[config.mk]
export PLATFORM = sky130hd
export DESIGN_NAME = axi_burst_addr_latch
export DESIGN_NICKNAME = d
export VERILOG_FILES = /design/src/rtl/axi_burst_addr_latch.sv
export SDC_FILE = /design/constraint.sdc
export NUM_CORES = 1
export LEC_CHECK = 0
export ABC_CLOCK_PERIOD_IN_PS = 4800
export BUFFER_PORTS_ARGS = -buffer_cell sky130_fd_sc_hd__buf_2
export CELL_PAD_IN_SITES_DETAIL_PLACEMENT = 1
export CELL_PAD_IN_SITES_GLOBAL_PLACEMENT = 1
export CORE_ASPECT_RATIO = 1.2
export CORE_UTILIZATION = 38
export DETAILED_ROUTE_END_ITERATION = 10
export PLACE_DENSITY_LB_ADDON = 0.05
export SLEW_MARGIN = 20
export SYNTH_ARGS = -nofsm -noshare
export SYNTH_HDL_FRONTEND = slang
export SYNTH_SLANG_ARGS = --single-unit
[constraint.sdc]
create_clock -name CLK -period 4.8 [get_ports CLK]
set_input_delay 0.96 -clock CLK [delete_from_list [all_inputs] [get_ports CLK]]
set_output_delay 0.96 -clock CLK [all_outputs]
set_load 0.005 [all_outputs]
[src/rtl/axi_burst_addr_latch.sv]
// Single-entry AXI3 address latch: holds one burst and replays it as peripheral-width accesses.
// Optional 4KB page-crossing flag on INCR bursts: define AXI_ADDR_LATCH_4K_CHECK_EN to add O_ERR.
//
// state   | meaning
// S_IDLE  | no burst held, READY offered upstream
// S_BURST | burst held, presenting accesses on O_* until the last one is consumed
module axi_burst_addr_latch #(
    parameter int masters = 4,
    parameter int width   = 22,
    parameter int p_size  = 3,
    parameter int id_bits = 2
) (
    input  logic               CLK,
    input  logic               RESET,
    input  logic [masters-1:0] MASTER,
    input  logic [id_bits-1:0] ID,
    input  logic [width-1:0]   ADDR,
    input  logic [3:0]         LEN,
    input  logic [2:0]         SIZE,
    input  logic [1:0]         BURST,
    input  logic [1:0]         LOCK,
    input  logic [3:0]         CACHE,
    input  logic [2:0]         PROT,
    input  logic               VALID,
    output logic               READY,
    output logic [masters-1:0] O_MASTER,
    output logic [id_bits-1:0] O_ID,
    output logic [width-1:0]   O_ADDR,
    output logic               O_LAST,
    output logic               O_VALID,
    input  logic               O_READY
`ifdef AXI_ADDR_LATCH_4K_CHECK_EN
    ,
    output logic               O_ERR
`endif
);

    localparam logic [2:0] P_SIZE = 3'(p_size);

    typedef enum logic {S_IDLE, S_BURST} state_t;

    state_t state, state_next;

    logic [masters-1:0] master_q;
    logic [id_bits-1:0] id_q;
    logic [width-1:0]   base_q, addr_q, wrap_mask_q;
    logic [1:0]         burst_q;
    logic [2:0]         step_lg_q;
    logic [11:0]        rem_q;
    logic [7:0]         sub_rem_q, sub_reload_q;

    logic               accept, handshake, last;
    logic               size_gt;
    logic [2:0]         in_step_lg, in_subs_lg;
    logic [7:0]         in_subs_m1;
    logic [11:0]        in_n_m1;
    logic [width-1:0]   in_wrap_mask;
    logic [width-1:0]   step_mask, incr_addr, addr_adv;
    logic               unused_ok;

    assign unused_ok = ^{LOCK, CACHE, PROT};

    assign accept    = VALID && READY;
    assign handshake = O_VALID && O_READY;
    assign last      = (state == S_BURST) && (rem_q == 12'd0);

    assign READY    = (state == S_IDLE) && !RESET;
    assign O_VALID  = (state == S_BURST);
    assign O_LAST   = last;
    assign O_ADDR   = addr_q;
    assign O_MASTER = master_q;
    assign O_ID     = id_q;

    // Beats wider than the peripheral split into 2^(SIZE-p_size) sub-accesses.
    assign size_gt      = SIZE > P_SIZE;
    assign in_step_lg   = size_gt ? P_SIZE : SIZE;
    assign in_subs_lg   = size_gt ? (SIZE - P_SIZE) : 3'd0;
    assign in_subs_m1   = (8'd1 << in_subs_lg) - 8'd1;
    assign in_n_m1      = ((12'(LEN) + 12'd1) << in_subs_lg) - 12'd1;
    assign in_wrap_mask = ((width'(LEN) + width'(1)) << SIZE) - width'(1);

    assign step_mask = (width'(1) << step_lg_q) - width'(1);
    assign incr_addr = (addr_q & ~step_mask) + step_mask + width'(1);

    always_comb begin
        addr_adv = incr_addr;
        case (burst_q)
            2'b00:   addr_adv = (sub_rem_q == 8'd0) ? base_q : incr_addr;
            2'b10:   addr_adv = (base_q & ~wrap_mask_q) | (incr_addr & wrap_mask_q);
            default: addr_adv = incr_addr;
        endcase
    end

    always_ff @(posedge CLK) begin
        if (RESET) state <= S_IDLE;
        else       state <= state_next;
    end

    always_comb begin
        state_next = state;
        case (state)
            S_IDLE:  if (accept)            state_next = S_BURST;
            S_BURST: if (handshake && last) state_next = S_IDLE;
            default:                        state_next = S_IDLE;
        endcase
    end

    always_ff @(posedge CLK) begin
        if (RESET) begin
            master_q     <= '0;
            id_q         <= '0;
            base_q       <= '0;
            addr_q       <= '0;
            wrap_mask_q  <= '0;
            burst_q      <= '0;
            step_lg_q    <= '0;
            rem_q        <= '0;
            sub_rem_q    <= '0;
            sub_reload_q <= '0;
        end else if (accept) begin
            master_q     <= MASTER;
            id_q         <= ID;
            base_q       <= ADDR;
            addr_q       <= ADDR;
            wrap_mask_q  <= in_wrap_mask;
            burst_q      <= BURST;
            step_lg_q    <= in_step_lg;
            rem_q        <= in_n_m1;
            sub_rem_q    <= in_subs_m1;
            sub_reload_q <= in_subs_m1;
        end else if (handshake && !last) begin
            addr_q    <= addr_adv;
            rem_q     <= rem_q - 12'd1;
            sub_rem_q <= (sub_rem_q == 8'd0) ? sub_reload_q : sub_rem_q - 8'd1;
        end
    end

`ifdef AXI_ADDR_LATCH_4K_CHECK_EN
    logic err_q;
    logic incr_burst;

    assign incr_burst = (burst_q == 2'b01) || (burst_q == 2'b11);
    assign O_ERR      = err_q;

    // Sticky for the rest of the burst once any access leaves the start page.
    always_ff @(posedge CLK) begin
        if (RESET)
            err_q <= 1'b0;
        else if (accept)
            err_q <= 1'b0;
        else if (handshake && !last && incr_burst &&
                 (addr_adv[width-1:12] != base_q[width-1:12]))
            err_q <= 1'b1;
    end
`endif

endmodule

# Yosys cells after proc, flatten, opt, wreduce, memory -nomap -nowiden
# Cells that the tools add are included.
totals:
  ff_bits: 106
  output_inout_bits: 31
  word_cells: 61
  in_bits: 50
op_classes:
  n_shift: 4
  eq_ne: 1
  n_mux: 14
  n_reduce_logical: 12
  bitwise_logic: 7
  n_addsub: 11
  magnitude_cmp: 1
ops:
  columns: ["operator", "n"]
  rows:
  - ["AND 22 bit", 3]
  - ["2-to-1 mux 22 bit", 3]
  - ["inverter 22 bit", 2]
  - ["one-hot mux 22 bit (2 select lines)", 1]
  - ["2-to-1 mux 12 bit", 2]
  - ["2-to-1 mux 8 bit", 3]
  - ["subtractor 12 x 1 -> 12 bit (second input constant)", 2]
  - ["adder 22 x 1 -> 22 bit (second input constant)", 1]
  - ["adder 22 bit", 1]
  - ["OR 22 bit", 1]
  - ["<< shifter 1 x 3 -> 22 bit (first input constant)", 1]
  - ["<< shifter 5 x 3 -> 22 bit", 1]
  - ["subtractor 22 x 1 -> 22 bit (second input constant)", 1]
  - ["subtractor 22 x 2 -> 22 bit (second input constant)", 1]
  - ["subtractor 8 x 1 -> 8 bit (second input constant)", 2]
  - ["zero test 12 bit", 1]
  - ["<< shifter 5 x 3 -> 12 bit", 1]
  - ["adder 4 x 1 -> 5 bit (second input constant)", 2]
  - ["zero test 8 bit", 1]
  - ["<< shifter 1 x 3 -> 8 bit (first input constant)", 1]
  - ["logical AND 1 bit", 6]
  - ["2-to-1 mux 3 bit", 2]
  - ["> comparator 3 x 2 -> 1 bit (second input constant)", 1]
  - ["subtractor 3 x 2 -> 3 bit (second input constant)", 1]
  - ["other kinds (7)", 9]

# Longest topological paths before layout
# Gate-level depths: netlist of run 1.
depth:
  word_depth: 11
  ltp_mapped: 15

# Least setup slack after synthesis of run 1
# OpenSTA, ideal clock, no wires.
synth_path:
  path_kind: "input port to flip-flop"
  start: "input port SIZE[2]"
  end: "register rem_q[8]"
  t_required_ps: 4678
  path_buffers: 2
  arrival_time_ps: 3583
  setup_ps: 122
  stages: 15
  slack_ps: 1095
  path_cell_list: "buf_4 inv_1 clkbuf_1 ha_1 nor2b_1 o21ai_0 nand2_1 nor3_1 a21oi_1 ha_1 nand3_1 nor3_2 nand3_1 and4_1 a311o_1"
synth_between:
  elab_chain_len: 5
synth_lines:
  columns: ["item", "line", "source"]
  rows:
  - ["from (decl)", "19", "input logic [2:0] SIZE,"]
  - ["subtractor 3 x 2 -> 3 bit or > comparator 3 x 2 -> 1 bit (tied branches)", "77, 75", null]
  - ["2-to-1 mux 3 bit (*)", "77", "assign in_subs_lg = size_gt ? (SIZE - P_SIZE) : 3'd0;"]
  - ["<< shifter 5 x 3 -> 12 bit (*)", "79", "assign in_n_m1 = ((12'(LEN) + 12'd1) << in_subs_lg) - 12'd1;"]
  - ["subtractor 12 x 1 -> 12 bit (*)", "79", null]
  - ["2-to-1 mux 12 bit (*)", "120", "end else if (accept) begin"]
  - ["to (signal assigned)", "128", "rem_q <= in_n_m1;"]
  - ["to (signal assigned)", "133", "rem_q <= rem_q - 12'd1;"]
  - ["to (decl)", "49", "logic [11:0] rem_q;"]
# Every way passes the cells marked *; elsewhere a longest branch is shown, timed or not.
# A chain may end at the register's enable or synchronous reset.

# Worst setup path in the final report of run 1
layout_path:
  start: "input port SIZE[0]"
  end: "register rem_q[8]"
# Same word-level chain as after synthesis.

==> results of run 1 <==
[layout make-up]
type / count / area [sq um]
fillers: 2024 / 9168
multi-input cells: 663 / 3889
flip-flops and latches: 104 / 2082
repair buffers: 81 / 430.4
well taps: 212 / 265.3
clock buffers: 9 / 225.2
clock inverters: 7 / 96.34
inverters: 14 / 52.55
[cell families after synthesis]
group | share of synthesized area (%)
simple gates | 27.63
compound gates | 24.64
flops | 33.12
buf+inv | 5.056
xor+xnor | 5.454
mux | 2.309
fa+ha+maj | 1.791
[per-layer routing]
| layer | part of all wire [%] | vias up |
|---|---|---|
| li1 | - | 3036 |
| met5 | 0 | - |
| met1 | 44 | 3018 |
| met3 | 2.5 | 38 |
| met4 | 3.0 | 0 |
| met2 | 50 | 109 |
[where the power goes]
part	internal, uW	total [uW]	switching, uW	leakage, uW
clock	459	810	351	0.000159
combinational	254	681	427	0.00169
sequential	925	990	64.7	0.000850
total	1640	2480	843	0.00270
[worst max-delay path: stages]
cell and delay, ns:
buf_2 0.27, ha_1 0.28, ha_1 0.38, nor2b_1 0.25, o21ai_0 0.23, nand2_1 0.21
nor3_1 0.07, a21oi_1 0.18, ha_1 0.22, nand3_1 0.13, nor3_2 0.29, nand3_1 0.15
and4_1 0.23, a311o_1 0.30
[placed cells by master (no fill, tap or decap), drive strengths merged, types with 4 or more instances in the layout]
master  instances
nor2b           6
a31oi          26
a21oi          75
xnor2          25
nand2b         14
mux2            4
clkinv          5
nor4           10
or3             7
dfxtp         104
and3            8
a21boi          9
clkbuf          9
nand4           6
ha              9
o22ai           8
nand3b          7
inv            14
a211oi         14
o21ai          44
nand3          26
nor2           73
nor3b           4
buf            81
nor3           19
nand2         165
o31ai           5
a21o            8
xor2           12
o311ai          5
and2            9
o211ai         15
o21a           10
mux2i          10
[sequential cells by signal (all words and copies together), names as in the netlist]
signal and flops:
O_ADDR 22, base_q 22, wrap_mask_q 20, rem_q 12, sub_reload_q 8, sub_rem_q 8, O_MASTER 4, step_lg_q 3
O_ID 2, burst_q 2, O_VALID 1
[metrics by stage]
stage               cells  utilization (%)
finish               1090            43.44
CTS                  1090            43.44
global route         1090            43.44
global placement     1074            41.45
detailed placement   1074            41.45
floorplan             837                -
[synth_stat cells (4+ instances only)]
master	count	area, sq um
a21boi_0	8	60.06
nand4_1	6	37.54
inv_1	14	52.55
mux2i_1	10	100.1
a211oi_1	13	97.59
and3_1	8	50.05
or3_1	7	43.79
nand2b_1	14	87.58
nor4_1	9	56.30
nand3b_1	7	52.55
o21ai_0	36	180.2
o21a_1	10	75.07
xor2_1	12	105.1
clkbuf_1	34	127.6
ha_1	9	112.6
nor3_1	16	80.08
o21ai_1	7	35.03
nand2_1	164	615.6
nor2_1	73	274.0
xnor2_1	24	210.2
nand3_1	25	125.1
a31oi_1	25	156.4
dfxtp_1	104	2082
buf_4	4	30.03
o211ai_1	14	105.1
buf_6	4	45.04
o22ai_1	8	50.05
nor2b_1	4	25.02
and2_1	8	50.05
a21oi_1	73	365.4
o31ai_1	4	30.03
a21o_1	8	60.06
buf_2	8	40.04
buf_1	6	22.52
[worst max path at each step]
| stage | startpoint | to | slack, ns |
|---|---|---|---|
| 2_1_floorplan | SIZE[2] | rem_q[8] | 1.09 |
| 3_3_place_gp | SIZE[0] | rem_q[8] | 0.66 |
| 3_5_place_dp | SIZE[0] | rem_q[8] | 0.53 |
| 4_1_cts | SIZE[0] | rem_q[8] | 0.89 |
| 5_1_grt | SIZE[0] | rem_q[8] | 0.63 |
| 6_report | SIZE[0] | rem_q[8] | 0.88 |
==> results.tsv, run 1 <==
stage	metric	value	unit
status	outcome	complete, no violations	
critical_path	crit-reg2reg-launch	step_lg_q[2]	
routing	drtAntennaViolNets	0	
timing	hold_viol	0	
grt	grt_max_degree	60	
die	die_h	142.9	um
synthesis	synthesis.nets	896	
die	die_w	119.4	um
grt	track_usage	24.31	%
run	maxCapViolCount	0	
hold_path	min_path_cells	2	
critical_path	rr_worst_depth	10	
synthesis	synth_seq_cells	104	
die	row_count	51	
routing	drt_wl_total	20110	um
die	core	16210	sq um
clocking	cts_resized	0	
clocking	path_clk_slew	0.07	ns
synthesis	synthesis.area	6286	sq um
grt	grt_pass1_wl	32560	um
synthesis	syn_inst	837	
timing	relSlewSlack	42.72	%
power	irDropWorstVdd	164.7	uV
critical_path	path_max_fanout	28	
clocking	htree_levels	3	
critical_path	r2r_end	O_ADDR[20]	
critical_path	worstPathArrival	4.16	ns
clocking	root_buffer	clkbuf_16	
placed_design	dpl_cell_area	6719	sq um
synthesis	syn_avg_cell_area	7.510	sq um
routing	drt-pass1-iter-count	4	
finish	syn_to_final_growth	12.00	%
timing	whs	0.4450	ns
critical_path	crit_path_start_kind	input port	
routing	wire_per_inst	18.45	um
finish	drive_gt1_share	14.69	%
die	dieArea	17060	sq um
power	power_density	352.4	nW/um^2
placed_design	pre_cts_ws	0.5280	ns
critical_path	cp_data_required_time	5.04	ns
synthesis	synth_edf_count	0	
grt	grt.busiest_layer	met2	
critical_path	crit_type	input port to flop	
grt	use_met3	3.834	%
timing	max_freq	0.2551	GHz
clocking	clock-sinks	104	
grt	use_met2	44.34	%
critical_path	reg2reg_setup_slack	1.96	ns
synthesis	synth_cell_types	78	
clocking	clk-insertion-delay-late	0.35	ns
routing	drtIter0Drc	316	
routing	vias_per_cell	5.689	
clocking	cts_post_setup_buffers_inserted	0	
die	start_util	38.78	%
synthesis	synth-async-reset-ratio	0	%
critical_path	endpoint_kind	flop	
power	power.total	2481	uW
timing	setup_viol	0	
hold_path	hold_path_class	flop to flop	
placed_design	routabilityCongestion	0.8106	
routing	num_vias	6201	
finish	post-route-cell-area	7041	sq um
clocking	clockBufferDepth	2	
clocking	postCtsHoldBufs	0	
hold_path	min_to	wrap_mask_q[19]	
placed_design	numPortBuffers	71	
clocking	numCtsBuffers	9	
finish	antenna_cells	0	
synthesis	yosys_warnings	0	
timing	worst_slack	0.8798	ns
clocking	cts_tree	built	
synthesis	yosysSeqAreaShare	33.12	%
grt	use_met1	28.13	%
timing	slew_viol_final	0	
timing	tns	0	ns
grt	antenna_found_initial	0	
timing	finalCritPeriodShare	81.67	%
grt	grt_pass1_vias	6352	
timing	finalClockSkew	0.009906	ns
placed_design	dp_hpwl	14190	um
routing	drc_errors	0	
synthesis	ys.flop_type	dfxtp_1	
finish	final_nets	932	
timing	min_period	3.920	ns
grt	grt-ovfl-total	0	
die	ioPinCount	81	
hold_path	min_from	wrap_mask_q[19]	
timing	worst_pin_slew	0.8583	ns
timing	rsz0062_at_grt	false	
power	p_leak	0.002702	uW
No activity file was read; power rests on OpenSTA's default activity.
==> run 2, diff against run 1 <==
--- a/config.mk
+++ b/config.mk
@@ -5,7 +5,7 @@
 export SDC_FILE = /design/constraint.sdc
 export NUM_CORES = 1
 export LEC_CHECK = 0
-export ABC_CLOCK_PERIOD_IN_PS = 4800
+export ABC_CLOCK_PERIOD_IN_PS = 3600
 export BUFFER_PORTS_ARGS = -buffer_cell sky130_fd_sc_hd__buf_2
 export CELL_PAD_IN_SITES_DETAIL_PLACEMENT = 1
 export CELL_PAD_IN_SITES_GLOBAL_PLACEMENT = 1
==> constraint.sdc (replaced) <==
create_clock -name CLK -period 3.6 [get_ports CLK]
set_input_delay 0.72 -clock CLK [delete_from_list [all_inputs] [get_ports CLK]]
set_output_delay 0.72 -clock CLK [all_outputs]
set_load 0.005 [all_outputs]
==> run 2 against run 1 <==
Compared with the run above: sequential power is 33% higher; worst hold slack worse by 0.0020 ns; sequential share of layout area is 0.47 points lower; total power is 36% higher; highest routed layer unchanged.
==> results.tsv, run 2 (synthesized netlist as in run 1, its figures left out) <==
stage	metric	value	unit
grt	grt_pass1_wl	32780	um
grt	grt_max_degree	82	
power	power_density	472.1	nW/um^2
die	die_h	142.9	um
timing	max_freq	0.3209	GHz
power	seqPwrFrac	39.1	%
grt	antenna_found_initial	0	
timing	finalClockSkew	0.008466	ns
critical_path	cp_data_required_time	3.84	ns
die	start_util	38.78	%
clocking	numCtsBuffers	9	
power	p_leak	0.002768	uW
power	power.total	3377	uW
routing	drtIter0Drc	278	
critical_path	worstPathArrival	3.36	ns
grt	grt_pass1_vias	6426	
status	outcome	complete, no violations	
placed_design	pre_cts_ws	0.1091	ns
die	dieArea	17060	sq um
timing	rsz0062_at_grt	false	
placed_design	dp_hpwl	14240	um
critical_path	crit_path_start_kind	input port	
run	maxCapViolCount	0	
clocking	cts_post_setup_buffers_inserted	0	
routing	vias_per_cell	5.615	
power	irDropWorstVdd	238.7	uV
finish	stdcell_count	1102	
finish	final_common_cell	nand2_1	
placed_design	routabilityCongestion	0.8677	
finish	syn_to_final_growth	13.79	%
grt	grt-ovfl-total	0	
clocking	path_clk_slew	0.07	ns
clocking	cts_tree	built	
timing	relSlewSlack	37.63	%
die	ioPinCount	81	
power	p_sw	1091	uW
die	row_count	51	
clocking	postCtsHoldBufs	0	
die	die_w	119.4	um
power	p_comb_share	27.3	%
critical_path	reg2reg_setup_slack	0.84	ns
finish	final_nets	945	
clocking	htree_levels	3	
placed_design	numPortBuffers	71	
critical_path	crit_type	input port to flop	
critical_path	endpoint_kind	flop	
power	p_sw_share	32.31	%
timing	worst_pin_slew	0.9355	ns
routing	drtAntennaViolNets	0	
clocking	cts_resized	0	
die	core	16210	sq um
clocking	root_buffer	clkbuf_16	
timing	hold_viol	0	
finish	drive_gt1_share	15.62	%
clocking	clock-sinks	104	
timing	slew_viol_final	0	
routing	num_vias	6188	
hold_path	hold_path_class	flop to flop	
routing	drt_wl_total	19710	um
placed_design	dp.cells	1087	
critical_path	path_max_fanout	4	
timing	finalCritPeriodShare	86.57	%
routing	wire_per_inst	17.89	um
clocking	clockBufferDepth	2	
power	p_clk_share	33.6	%
timing	min_period	3.117	ns
grt	track_usage	24.19	%
power	internal-power	2286	uW
finish	mostFrequentLayoutCells	164 x nand2_1, 104 x dfxtp_1, 73 x a21oi_1	
clocking	clk-insertion-delay-late	0.35	ns
timing	worst_slack	0.4834	ns
routing	drc_errors	0	
timing	setup_viol	0	
timing	tns	0	ns
routing	drt-pass1-iter-count	4	
finish	antenna_cells	0	
## run 2: cell count changes in the layout (fill, tap and decap cells not counted)
| cell | delta |
|---|---|
| clkinv_2 | -2 |
| clkbuf_8 | +1 |
| clkbuf_1 | +2 |
| clkinv_4 | -3 |
| buf_4 | +13 |
| bufinv_16 | +1 |
## run 2: area by class of cell
cell class,instances,area (sq um)
multi-input cells,663,3889
flip-flops and latches,104,2082
inverters,14,52.55
clock inverters,3,90.09
fillers,2054,9055
repair buffers,94,528.0
well taps,212,265.3
clock buffers,12,246.5
## run 2: final timing paths
path                                       from               to  cells past startpoint
worst max-delay path                    SIZE[0]         rem_q[8]                     14
worst min register to register  wrap_mask_q[19]  wrap_mask_q[19]                      2
worst max register to register     step_lg_q[0]       O_ADDR[18]                     10
worst min-delay path            wrap_mask_q[19]  wrap_mask_q[19]                      2
## run 2: power by group through the flow
stage               Clock [uW]  Sequential, uW  Combinational [uW]
finish                    1130            1320                 924
global route              1210            1330                1030
CTS                       1170            1320                 932
detailed placement           0            1350                 926
global placement             0            1340                 900
floorplan                    0            1320                 659
## run 2: metal layers
layer / vias to the layer above / GRT usage (%) / wire [um]
met3: 35 / 3.075 / 590
li1: 3056 / - / -
met1: 2989 / 28.83 / 8634
met5: - / 0 / 0
met4: 0 / 10.92 / 600
met2: 108 / 43.24 / 9884
## run 2: critical path: stages
cell and delay (ns):
buf_2 0.11, ha_1 0.19, ha_1 0.29, nor2b_1 0.23
o21ai_0 0.14, nand2_1 0.16, nor3_1 0.08, a21oi_1 0.18
ha_1 0.23, nand3_1 0.14, nor3_2 0.23, nand3_1 0.14
and4_1 0.22, a311o_1 0.31
## run 2: metrics by stage
step / utilization (%) / hold slack, ns / cell area, sq um
2_1_floorplan: - / 0.4066 / 6286
4_1_cts: 44.13 / 0.4439 / 7153
5_1_grt: 44.13 / 0.4663 / 7153
6_report: 44.13 / 0.4431 / 7153
3_3_place_gp: 42.06 / 0.4192 / 6817
3_5_place_dp: 42.06 / 0.4341 / 6817
